### src/rtl/mem_pkg.sv
`default_nettype none
// ============================================================================
// Module  : mem_pkg
// Brief   : Shared encodings for the memory-access / MEM-WB stage.
// Revision: 1.0 - initial release
// ============================================================================
package mem_pkg;

    localparam logic [1:0] SZ_BYTE = 2'b00;
    localparam logic [1:0] SZ_HALF = 2'b01;
    localparam logic [1:0] SZ_WORD = 2'b10;

    typedef enum logic [0:0] {
        ST_IDLE = 1'b0,
        ST_BUSY = 1'b1
    } mem_state_t;

    localparam logic [3:0] C_WSTRB_NONE    = 4'b0000;
    localparam logic [3:0] C_WSTRB_LO_HALF = 4'b0011;
    localparam logic [3:0] C_WSTRB_HI_HALF = 4'b1100;
    localparam logic [3:0] C_WSTRB_WORD    = 4'b1111;

    // Size code 11 is treated as a word access.
    function automatic logic is_misaligned(input logic [1:0] size, input logic [1:0] offset);
        logic mis;
        mis = 1'b0;
        case (size)
            SZ_BYTE: mis = 1'b0;
            SZ_HALF: mis = offset[0];
            default: mis = (offset != 2'b00);
        endcase
        return mis;
    endfunction

endpackage
`default_nettype wire

### src/rtl/mem_wb_stage_load_align.sv
`default_nettype none
// ============================================================================
// Module  : load_align
// Brief   : Selects the addressed byte/half lane of a load word and extends it.
// Revision: 1.0 - initial release
// ============================================================================
module load_align
    import mem_pkg::*;
(
    input  logic [31:0] i_rdata,
    input  logic [1:0]  i_offset,
    input  logic [1:0]  i_size,
    input  logic        i_unsigned,
    output logic [31:0] o_data
);

    logic [7:0]  w_byte;
    logic [15:0] w_half;

    assign w_byte = i_rdata[8*i_offset +: 8];
    assign w_half = i_offset[1] ? i_rdata[31:16] : i_rdata[15:0];

    always_comb begin
        o_data = i_rdata;
        case (i_size)
            SZ_BYTE: o_data = {{24{~i_unsigned & w_byte[7]}}, w_byte};
            SZ_HALF: o_data = {{16{~i_unsigned & w_half[15]}}, w_half};
            default: o_data = i_rdata;
        endcase
    end

endmodule
`default_nettype wire

### src/rtl/mem_wb_stage.sv
`default_nettype none
// ============================================================================
// Module  : mem_wb_stage
// Brief   : Data-memory access over a valid/ready bus plus the MEM/WB register.
// Revision: 1.0 - initial release
// ============================================================================
module mem_wb_stage
    import mem_pkg::*;
(
    input  logic        clk,
    input  logic        reset,
    input  logic [31:0] EX_MEM_ALU_result,
    input  logic [31:0] EX_MEM_rs2_data,
    input  logic [4:0]  EX_MEM_rd,
    input  logic        EX_MEM_regwrite,
    input  logic        EX_MEM_memtoreg,
    input  logic        EX_MEM_memread,
    input  logic        EX_MEM_memwrite,
    input  logic [31:0] EX_MEM_pc,
    input  logic        EX_MEM_unconditional_jmp,
    input  logic [1:0]  EX_MEM_size,
    input  logic        EX_MEM_unsigned,
    output logic        dmem_req,
    output logic        dmem_we,
    output logic [31:0] dmem_addr,
    output logic [31:0] dmem_wdata,
    output logic [3:0]  dmem_wstrb,
    input  logic        dmem_ready,
    input  logic [31:0] dmem_rdata,
    output logic        MEM_stall,
    output logic [31:0] MEM_WB_data,
    output logic [4:0]  MEM_WB_rd,
    output logic        MEM_WB_regwrite,
    output logic [31:0] MEM_WB_pc,
    output logic        MEM_WB_misalign
);

    mem_state_t  r_state;
    mem_state_t  w_state_next;

    logic [31:0] r_addr;
    logic [4:0]  r_rd;
    logic        r_regwrite;
    logic        r_memtoreg;
    logic [1:0]  r_size;
    logic        r_unsigned;
    logic [31:0] r_pc;

    logic        w_access;
    logic        w_misalign;
    logic        w_rd_nonzero;
    logic [3:0]  w_wstrb;
    logic [31:0] w_wdata;
    logic [31:0] w_load_data;

    assign w_access     = EX_MEM_memread | EX_MEM_memwrite;
    assign w_misalign   = w_access & is_misaligned(EX_MEM_size, EX_MEM_ALU_result[1:0]);
    assign w_rd_nonzero = (EX_MEM_rd != 5'd0);
    assign MEM_stall    = (r_state == ST_BUSY);

    always_comb begin
        w_wstrb = C_WSTRB_WORD;
        w_wdata = EX_MEM_rs2_data;
        case (EX_MEM_size)
            SZ_BYTE: begin
                w_wstrb = 4'b0001 << EX_MEM_ALU_result[1:0];
                w_wdata = {4{EX_MEM_rs2_data[7:0]}};
            end
            SZ_HALF: begin
                w_wstrb = EX_MEM_ALU_result[1] ? C_WSTRB_HI_HALF : C_WSTRB_LO_HALF;
                w_wdata = {2{EX_MEM_rs2_data[15:0]}};
            end
            default: begin
                w_wstrb = C_WSTRB_WORD;
                w_wdata = EX_MEM_rs2_data;
            end
        endcase
    end

    load_align u_load_align (
        .i_rdata    (dmem_rdata),
        .i_offset   (r_addr[1:0]),
        .i_size     (r_size),
        .i_unsigned (r_unsigned),
        .o_data     (w_load_data)
    );

    always_comb begin
        w_state_next = r_state;
        case (r_state)
            ST_IDLE: if (w_access && !w_misalign) w_state_next = ST_BUSY;
            ST_BUSY: if (dmem_ready)              w_state_next = ST_IDLE;
            default: w_state_next = ST_IDLE;
        endcase
    end

    always_ff @(posedge clk or posedge reset) begin
        if (reset) r_state <= ST_IDLE;
        else       r_state <= w_state_next;
    end

    always_ff @(posedge clk or posedge reset) begin
        if (reset) begin
            dmem_req        <= 1'b0;
            dmem_we         <= 1'b0;
            dmem_addr       <= 32'd0;
            dmem_wdata      <= 32'd0;
            dmem_wstrb      <= C_WSTRB_NONE;
            MEM_WB_data     <= 32'd0;
            MEM_WB_rd       <= 5'd0;
            MEM_WB_regwrite <= 1'b0;
            MEM_WB_pc       <= 32'd0;
            MEM_WB_misalign <= 1'b0;
            r_addr          <= 32'd0;
            r_rd            <= 5'd0;
            r_regwrite      <= 1'b0;
            r_memtoreg      <= 1'b0;
            r_size          <= SZ_BYTE;
            r_unsigned      <= 1'b0;
            r_pc            <= 32'd0;
        end else begin
            MEM_WB_misalign <= 1'b0;
            case (r_state)
                ST_IDLE: begin
                    if (!w_access) begin
                        MEM_WB_data     <= EX_MEM_unconditional_jmp ? EX_MEM_pc + 32'd4
                                                                    : EX_MEM_ALU_result;
                        MEM_WB_rd       <= EX_MEM_rd;
                        MEM_WB_regwrite <= EX_MEM_regwrite & w_rd_nonzero;
                        MEM_WB_pc       <= EX_MEM_pc;
                    end else if (w_misalign) begin
                        MEM_WB_data     <= EX_MEM_ALU_result;
                        MEM_WB_rd       <= EX_MEM_rd;
                        MEM_WB_regwrite <= 1'b0;
                        MEM_WB_pc       <= EX_MEM_pc;
                        MEM_WB_misalign <= 1'b1;
                    end else begin
                        // Issue the access; write-back sees a bubble until it completes.
                        dmem_req        <= 1'b1;
                        dmem_we         <= EX_MEM_memwrite;
                        dmem_addr       <= {EX_MEM_ALU_result[31:2], 2'b00};
                        dmem_wdata      <= w_wdata;
                        dmem_wstrb      <= EX_MEM_memwrite ? w_wstrb : C_WSTRB_NONE;
                        MEM_WB_regwrite <= 1'b0;
                        r_addr          <= EX_MEM_ALU_result;
                        r_rd            <= EX_MEM_rd;
                        r_regwrite      <= EX_MEM_regwrite & ~EX_MEM_memwrite & w_rd_nonzero;
                        r_memtoreg      <= EX_MEM_memtoreg;
                        r_size          <= EX_MEM_size;
                        r_unsigned      <= EX_MEM_unsigned;
                        r_pc            <= EX_MEM_pc;
                    end
                end
                ST_BUSY: begin
                    if (dmem_ready) begin
                        dmem_req        <= 1'b0;
                        MEM_WB_data     <= r_memtoreg ? w_load_data : r_addr;
                        MEM_WB_rd       <= r_rd;
                        MEM_WB_regwrite <= r_regwrite;
                        MEM_WB_pc       <= r_pc;
                    end
                end
                default: dmem_req <= 1'b0;
            endcase
        end
    end

endmodule
`default_nettype wire

### config.mk
export PLATFORM = sky130hd
export DESIGN_NAME = mem_wb_stage
export DESIGN_NICKNAME = d
export VERILOG_FILES = /design/src/rtl/mem_pkg.sv /design/src/rtl/mem_wb_stage_load_align.sv /design/src/rtl/mem_wb_stage.sv
export SDC_FILE = /design/constraint.sdc
export NUM_CORES = 1
export LEC_CHECK = 0
export CAP_MARGIN = 10
export CORE_MARGIN = 3
export CORE_UTILIZATION = 44
export DETAILED_ROUTE_END_ITERATION = 8
export PLACE_DENSITY = 0.83
export SETUP_SLACK_MARGIN = 0.3
export SKIP_CTS_REPAIR_TIMING = 1
export SYNTH_ARGS = -nofsm -noshare
export SYNTH_HDL_FRONTEND = slang
export SYNTH_SLANG_ARGS = --single-unit
export TNS_END_PERCENT = 100
### constraint.sdc
create_clock -name clk -period 5.85 [get_ports clk]
set_input_delay 1.17 -clock clk [delete_from_list [all_inputs] [get_ports clk]]
set_output_delay 1.17 -clock clk [all_outputs]
set_load 0.01 [all_outputs]
* Word level (Yosys, flattened, before mapping)
Cells that the tools add are included.
** Cells by class
- Add/subtract/negate cells :: 1
- Eq/ne operators :: 6
- Shift-type cells :: 2
- Mux-type cells :: 34
- Bitwise operators :: 11
- Reductions and logical operators :: 9
** Operator list (count)
- $mux W32 :: 8
- $pmux W32 S2 :: 4
- $add A32 B3 Y32 const B :: 1
- $shiftx A32 B6 Y8 :: 1
- $mux W16 :: 1
- $mux W5 :: 3
- $mux W1 :: 10
- $pmux W5 S2 :: 1
- $mux W4 :: 2
- $pmux W1 S2 :: 4
- $pmux W4 S2 :: 1
- $and A1 B1 Y1 :: 6
- $ne A2 B2 Y1 const B :: 3
- $reduce_and A3 Y1 :: 2
- $reduce_bool A5 Y1 :: 1
- $eq A2 B1 Y1 const B :: 2
- $logic_not A2 Y1 :: 2
- $not A1 Y1 :: 4
- $shl A1 B2 Y4 const A :: 1
- $ne A3 B3 Y1 const B :: 1
- $reduce_and A2 Y1 :: 1
- $reduce_bool A2 Y1 :: 1
- $logic_and A1 B1 Y1 :: 1
- $logic_not A1 Y1 :: 1
- $or A1 B1 Y1 :: 1
** Storage, ports and cells
- Flip-flop bits (word level) :: 214
- Bits of input ports :: 144
- Word-level logic and storage cells :: 81

* Logic depth before layout (Yosys ltp)
- Depth after elaboration :: 7
- Depth in mapped cells :: 9

* Hierarchy
From an unflattened synthesis, not the netlist that was laid out.
** Unflattened totals
- Cells, all modules :: 1177
- Area, all modules :: 9970.8 um^2
** Modules (own cells, without submodules)
- mem_wb_stage :: times used 1, cells an instance 1055, area each 9276.4 um^2
- load_align :: times used 1, cells an instance 122, area each 694.4 um^2

* Least setup slack after synthesis
Ideal clock, no wire load.
- Kind :: input to register
- Start point :: in EX_MEM_pc[16]
- End point :: reg MEM_WB_data[31]
- Data arrival time :: 2.483 ns
- Slack :: 3.243 ns
- Cell stages on the path :: 6
- Cells stage by stage :: buf_2 > nand4_1 > nor4_4 > nand4_1 > xnor2_1 > a211o_1
** On the way
- Cells in the longest elaborated chain, start to end :: 4
** RTL lines
- start: declaration :: line mem_wb_stage.sv:19 : input logic [31:0] EX_MEM_pc,
- $add A32 B3 Y32 :: line mem_wb_stage.sv:126 : MEM_WB_data <= EX_MEM_unconditional_jmp ? EX_MEM_pc + 32'd4
- $mux W32 :: line mem_wb_stage.sv:126
- $mux W32 :: line mem_wb_stage.sv:125 : if (!w_access) begin
- $pmux W32 S2 :: line mem_wb_stage.sv:123 : case (r_state)
- end signal: assignment :: line mem_wb_stage.sv:126
- end signal: assignment :: line mem_wb_stage.sv:132 : MEM_WB_data <= EX_MEM_ALU_result;
- end signal: assignment :: line mem_wb_stage.sv:157 : MEM_WB_data <= r_memtoreg ? w_load_data : r_addr;
- end: declaration :: line mem_wb_stage.sv:31 : output logic [31:0] MEM_WB_data,
No other way between the ends.
A chain may end at the register's enable or synchronous reset.

* Worst setup path in the final report
- Start point :: in EX_MEM_memwrite
- End point :: reg MEM_WB_pc[18]
** On the way
- Cells in the longest elaborated chain, start to end :: 4
- Elaborated cells between the ends (all ways) :: 6
- Classes of those cells :: eq/ne: 1; mux: 2; bitwise: 2; reduce/logical: 1
** RTL lines
- start: declaration :: line mem_wb_stage.sv:18 : input logic EX_MEM_memwrite,
- $or A1 B1 Y1 * :: line mem_wb_stage.sv:56 : assign w_access = EX_MEM_memread | EX_MEM_memwrite;
- $and A1 B1 Y1 :: line mem_wb_stage.sv:57 : assign w_misalign = w_access & is_misaligned(EX_MEM_size, EX_MEM_ALU_result[1:0]);
- $ne A3 B3 Y1 (no line)
- $reduce_and A2 Y1 (no line)
- end signal: assignment :: line mem_wb_stage.sv:130 : MEM_WB_pc <= EX_MEM_pc;
- end signal: assignment :: line mem_wb_stage.sv:135 : MEM_WB_pc <= EX_MEM_pc;
- end signal: assignment :: line mem_wb_stage.sv:160 : MEM_WB_pc <= r_pc;
- end: declaration :: line mem_wb_stage.sv:34 : output logic [31:0] MEM_WB_pc,
Every way passes the cells marked *; elsewhere a longest branch is shown, timed or not.

==> flow_summary_export.csv <==
group,metric,value,unit
sta,fmax,0.270,GHz
critical_path,slowest_stage,"clkdlybuf4s50_1",
detailed_routing,via_per_inst,5.82,
yosys,syn_area,9830,sq um
detailed_routing,drt_iter0_drc,727,
clock_tree,clk_pin_slew_worst_paths,0.08,ns
final_layout,final_nets,1313,
yosys,synthesis.instances,957,
critical_path,path_cells,"clkdlybuf4s50_1 -> o21bai_1 -> o31a_1 -> inv_2 -> buf_4 -> o21ai_0",
final_layout,multi_input_area,4610,sq um
yosys,synth-seq-area-share,46.9,%
critical_path,cp_max_fo,53,
global_route,first_global_vias,8374,
detailed_routing,postRouteAntennaNets,0,
global_route,overflow,0,
sta,tightest_slew,1.13,ns
worst_hold_path,hold_path_class,"reg2reg",
detailed_routing,vias,8510,
clock_tree,clock_path_buffers,2,
critical_path,crit_family,"buffers and inverters",
floorplan,core_area,21900,sq um
sta,layout_setup_ws,2.14,ns
yosys,synthArstFlopShare,100,%
sta,rsz0062_at_grt,"no",
detailed_routing,drc,0,
yosys,synth_cell_types,70,
yosys,synth-main-ff-cell,"dfrtp_1",
yosys,synth_common_cells,"dfrtp_1, o21ai_0, nand2_1",
critical_path,crit_path_end_kind,"flip-flop",
critical_path,arrival,4.00,ns
critical_path,cp-start-kind,"input pin",
global_route,antenna_found_initial,2,
detailed_routing,wl,32.0,mm
sta,finalSetupViolCount,0,
sta,slew_viol_final,0,
yosys,yosys_warnings,0,
sta,relSlewSlack,24.6,%
detailed_routing,wl_per_cell,21.9,microns
final_layout,final_core_util,60.3,%
floorplan,ios,286,
yosys,syn_area_per_cell,10.3,sq um
clock_tree,numCtsBuffers,17,
final_layout,n_fill_cell,1840,
clock_tree,cts_tree,"done",
sta,period_share,63.4,%
sta,fin_skew,0.0181,ns
final_layout,regArea,4610,sq um
outcome,status,"complete, no violations",
yosys,ys_ff_latch,184,
floorplan,die_x,155,microns
floorplan,rows,54,
power_and_ir_drop,power_density,380,nW/um^2
placed_design,pre_cts_ws,1.74,ns
global_route,grt_max_degree,185,
placed_design,placedCellCount,1429,
global_route,grt_pass1_wl,49.2,mm
power_and_ir_drop,p_leak,5.38,nW
clock_tree,clock_latency,0.44,ns
final_layout,area_growth,34.4,%
sta,finalSetupTns,0,ns
yosys,synth_top_cell_area_share,46.9,%
yosys,synth_largest_area_cell,"dfrtp_1",
placed_design,io_buffers,283,
yosys,yosys-top-cells-area,"dfrtp_1, mux2_2, mux2i_1, o21ai_0, nand2_1",
clock_tree,h-tree-depth,4,
floorplan,die_y,155,microns
final_layout,final_cells,1462,
detailed_routing,drtPass1Iterations,5,
global_route,track_usage,26.2,%
power_and_ir_drop,ir_worst_vdd,0.207,mV
sta,fin_crit,3.71,ns
flow_run,drv_cap,0,
sta,finalHoldViolCount,0,
critical_path,required,6.15,ns
critical_path,crit_buf_inv,3,
sta,holdWs,0.484,ns
clock_tree,root_buffer,"clkbuf_16",
final_layout,drive_gt1_share,12.6,%
yosys,synth_most_common_cell,"dfrtp_1",
floorplan,start_util,44.9,%
critical_path,cpPeakStageDelay,0.73,ns
critical_path,crit_type,"in2reg",
placed_design,dp_hpwl,23.7,mm
yosys,synth-edff-count,0,
placed_design,globalplace.congestion,0.875,
clock_tree,clock_sinks,184,
floorplan,die-area,24200,sq um
[stage by stage]
stage | instance area, sq um | power, W
after global routing | 13200 | 0.00528
after global placement | 12600 | 0.00375
final | 13200 | 0.00502
after floorplan | 9830 | 0.00287
after detailed placement | 12600 | 0.00380
after CTS | 13200 | 0.00504
[cells in the final DEF (no fill, tap or decap), drive strengths merged, types with 20 or more instances in the layout]
master	n
clkdlybuf4s50	283
o21ai	112
o211ai	20
a21oi	30
nand3	21
inv	20
o221ai	24
mux2	81
nand2	106
nor2	34
dfrtp	184
mux2i	74
[sequential cells by signal (all words and copies together), names as in the netlist]
register	count
r_pc	32
dmem_wstrb	4
MEM_WB_data	32
MEM_WB_pc	32
r_memtoreg	1
MEM_stall	1
r_addr	32
r_regwrite	1
dmem_we	1
MEM_WB_misalign	1
r_size	2
dmem_wdata	32
dmem_req	1
r_unsigned	1
r_rd	5
MEM_WB_rd	5
MEM_WB_regwrite	1
[final timing paths]
kind / endpoint / slack, ns / from / cells past startpoint
min: MEM_WB_pc[8] / 0.48 / MEM_WB_pc[8] / 2
max: MEM_WB_pc[18] / 2.14 / EX_MEM_memwrite / 6
max in group asynchronous: r_addr[18] / 3.65 / reset / 3
min reg2reg: MEM_WB_pc[8] / 0.48 / MEM_WB_pc[8] / 2
min in group asynchronous: dmem_wdata[6] / 1.27 / reset / 3
max reg2reg: MEM_WB_data[11] / 2.86 / MEM_stall / 5
[worst register-to-register path: cells and delay by family, from the launching register on]
kind                   cells  cell delay, ns
buffers and inverters      1            0.61
AND/OR/NAND/NOR            1            0.90
flip-flops                 1            0.71
AO/OA/AOI/OAI              3            0.63
[where the power goes]
group	internal (W)	switching [W]	leakage (nW)	total [W]
combinational	0.000974	0.000868	2.87	0.00184
sequential	0.00165	0.000287	2.21	0.00194
clock	0.000631	0.000609	0.305	0.00124
total	0.00325	0.00176	5.38	0.00502
[kinds of logic (layout without fill, tap and decap cells)]
kind of cell | after synthesis | count (layout) | synth area share [%]
other | 1 | 3 | 0.0382
flip-flops | 184 | 184 | 46.9
buffers and inverters | 117 | 340 | 6.51
XOR/XNOR | 16 | 16 | 1.43
adder cells (fa/ha/maj) | 1 | 1 | 0.127
multiplexers | 155 | 155 | 16.8
AND/OR/NAND/NOR | 230 | 230 | 11.7
AO/OA/AOI/OAI | 253 | 253 | 16.6
[layout make-up]
class                      instances  share of cell area (%)
timing repair buffer             294                    22.3
sequential                       184                    34.9
inverter                          14                   0.426
multi-input combinational        657                    34.9
clock inverter                    15                    1.64
clock buffer                      17                    3.22
antenna                            1                  0.0190
tap                              280                    2.65
[routing by layer]
| layer | part of all wire [%] | global-route usage [%] | routed length (microns) |
|---|---|---|---|
| met2 | 48 | 43.3 | 15400 |
| met1 | 40 | 33.7 | 12700 |
| met5 | 0 | 0 | 0 |
| met3 | 10 | 7.96 | 3250 |
| met4 | 2.1 | 7.29 | 661 |
(Power assumes the default switching activity.)
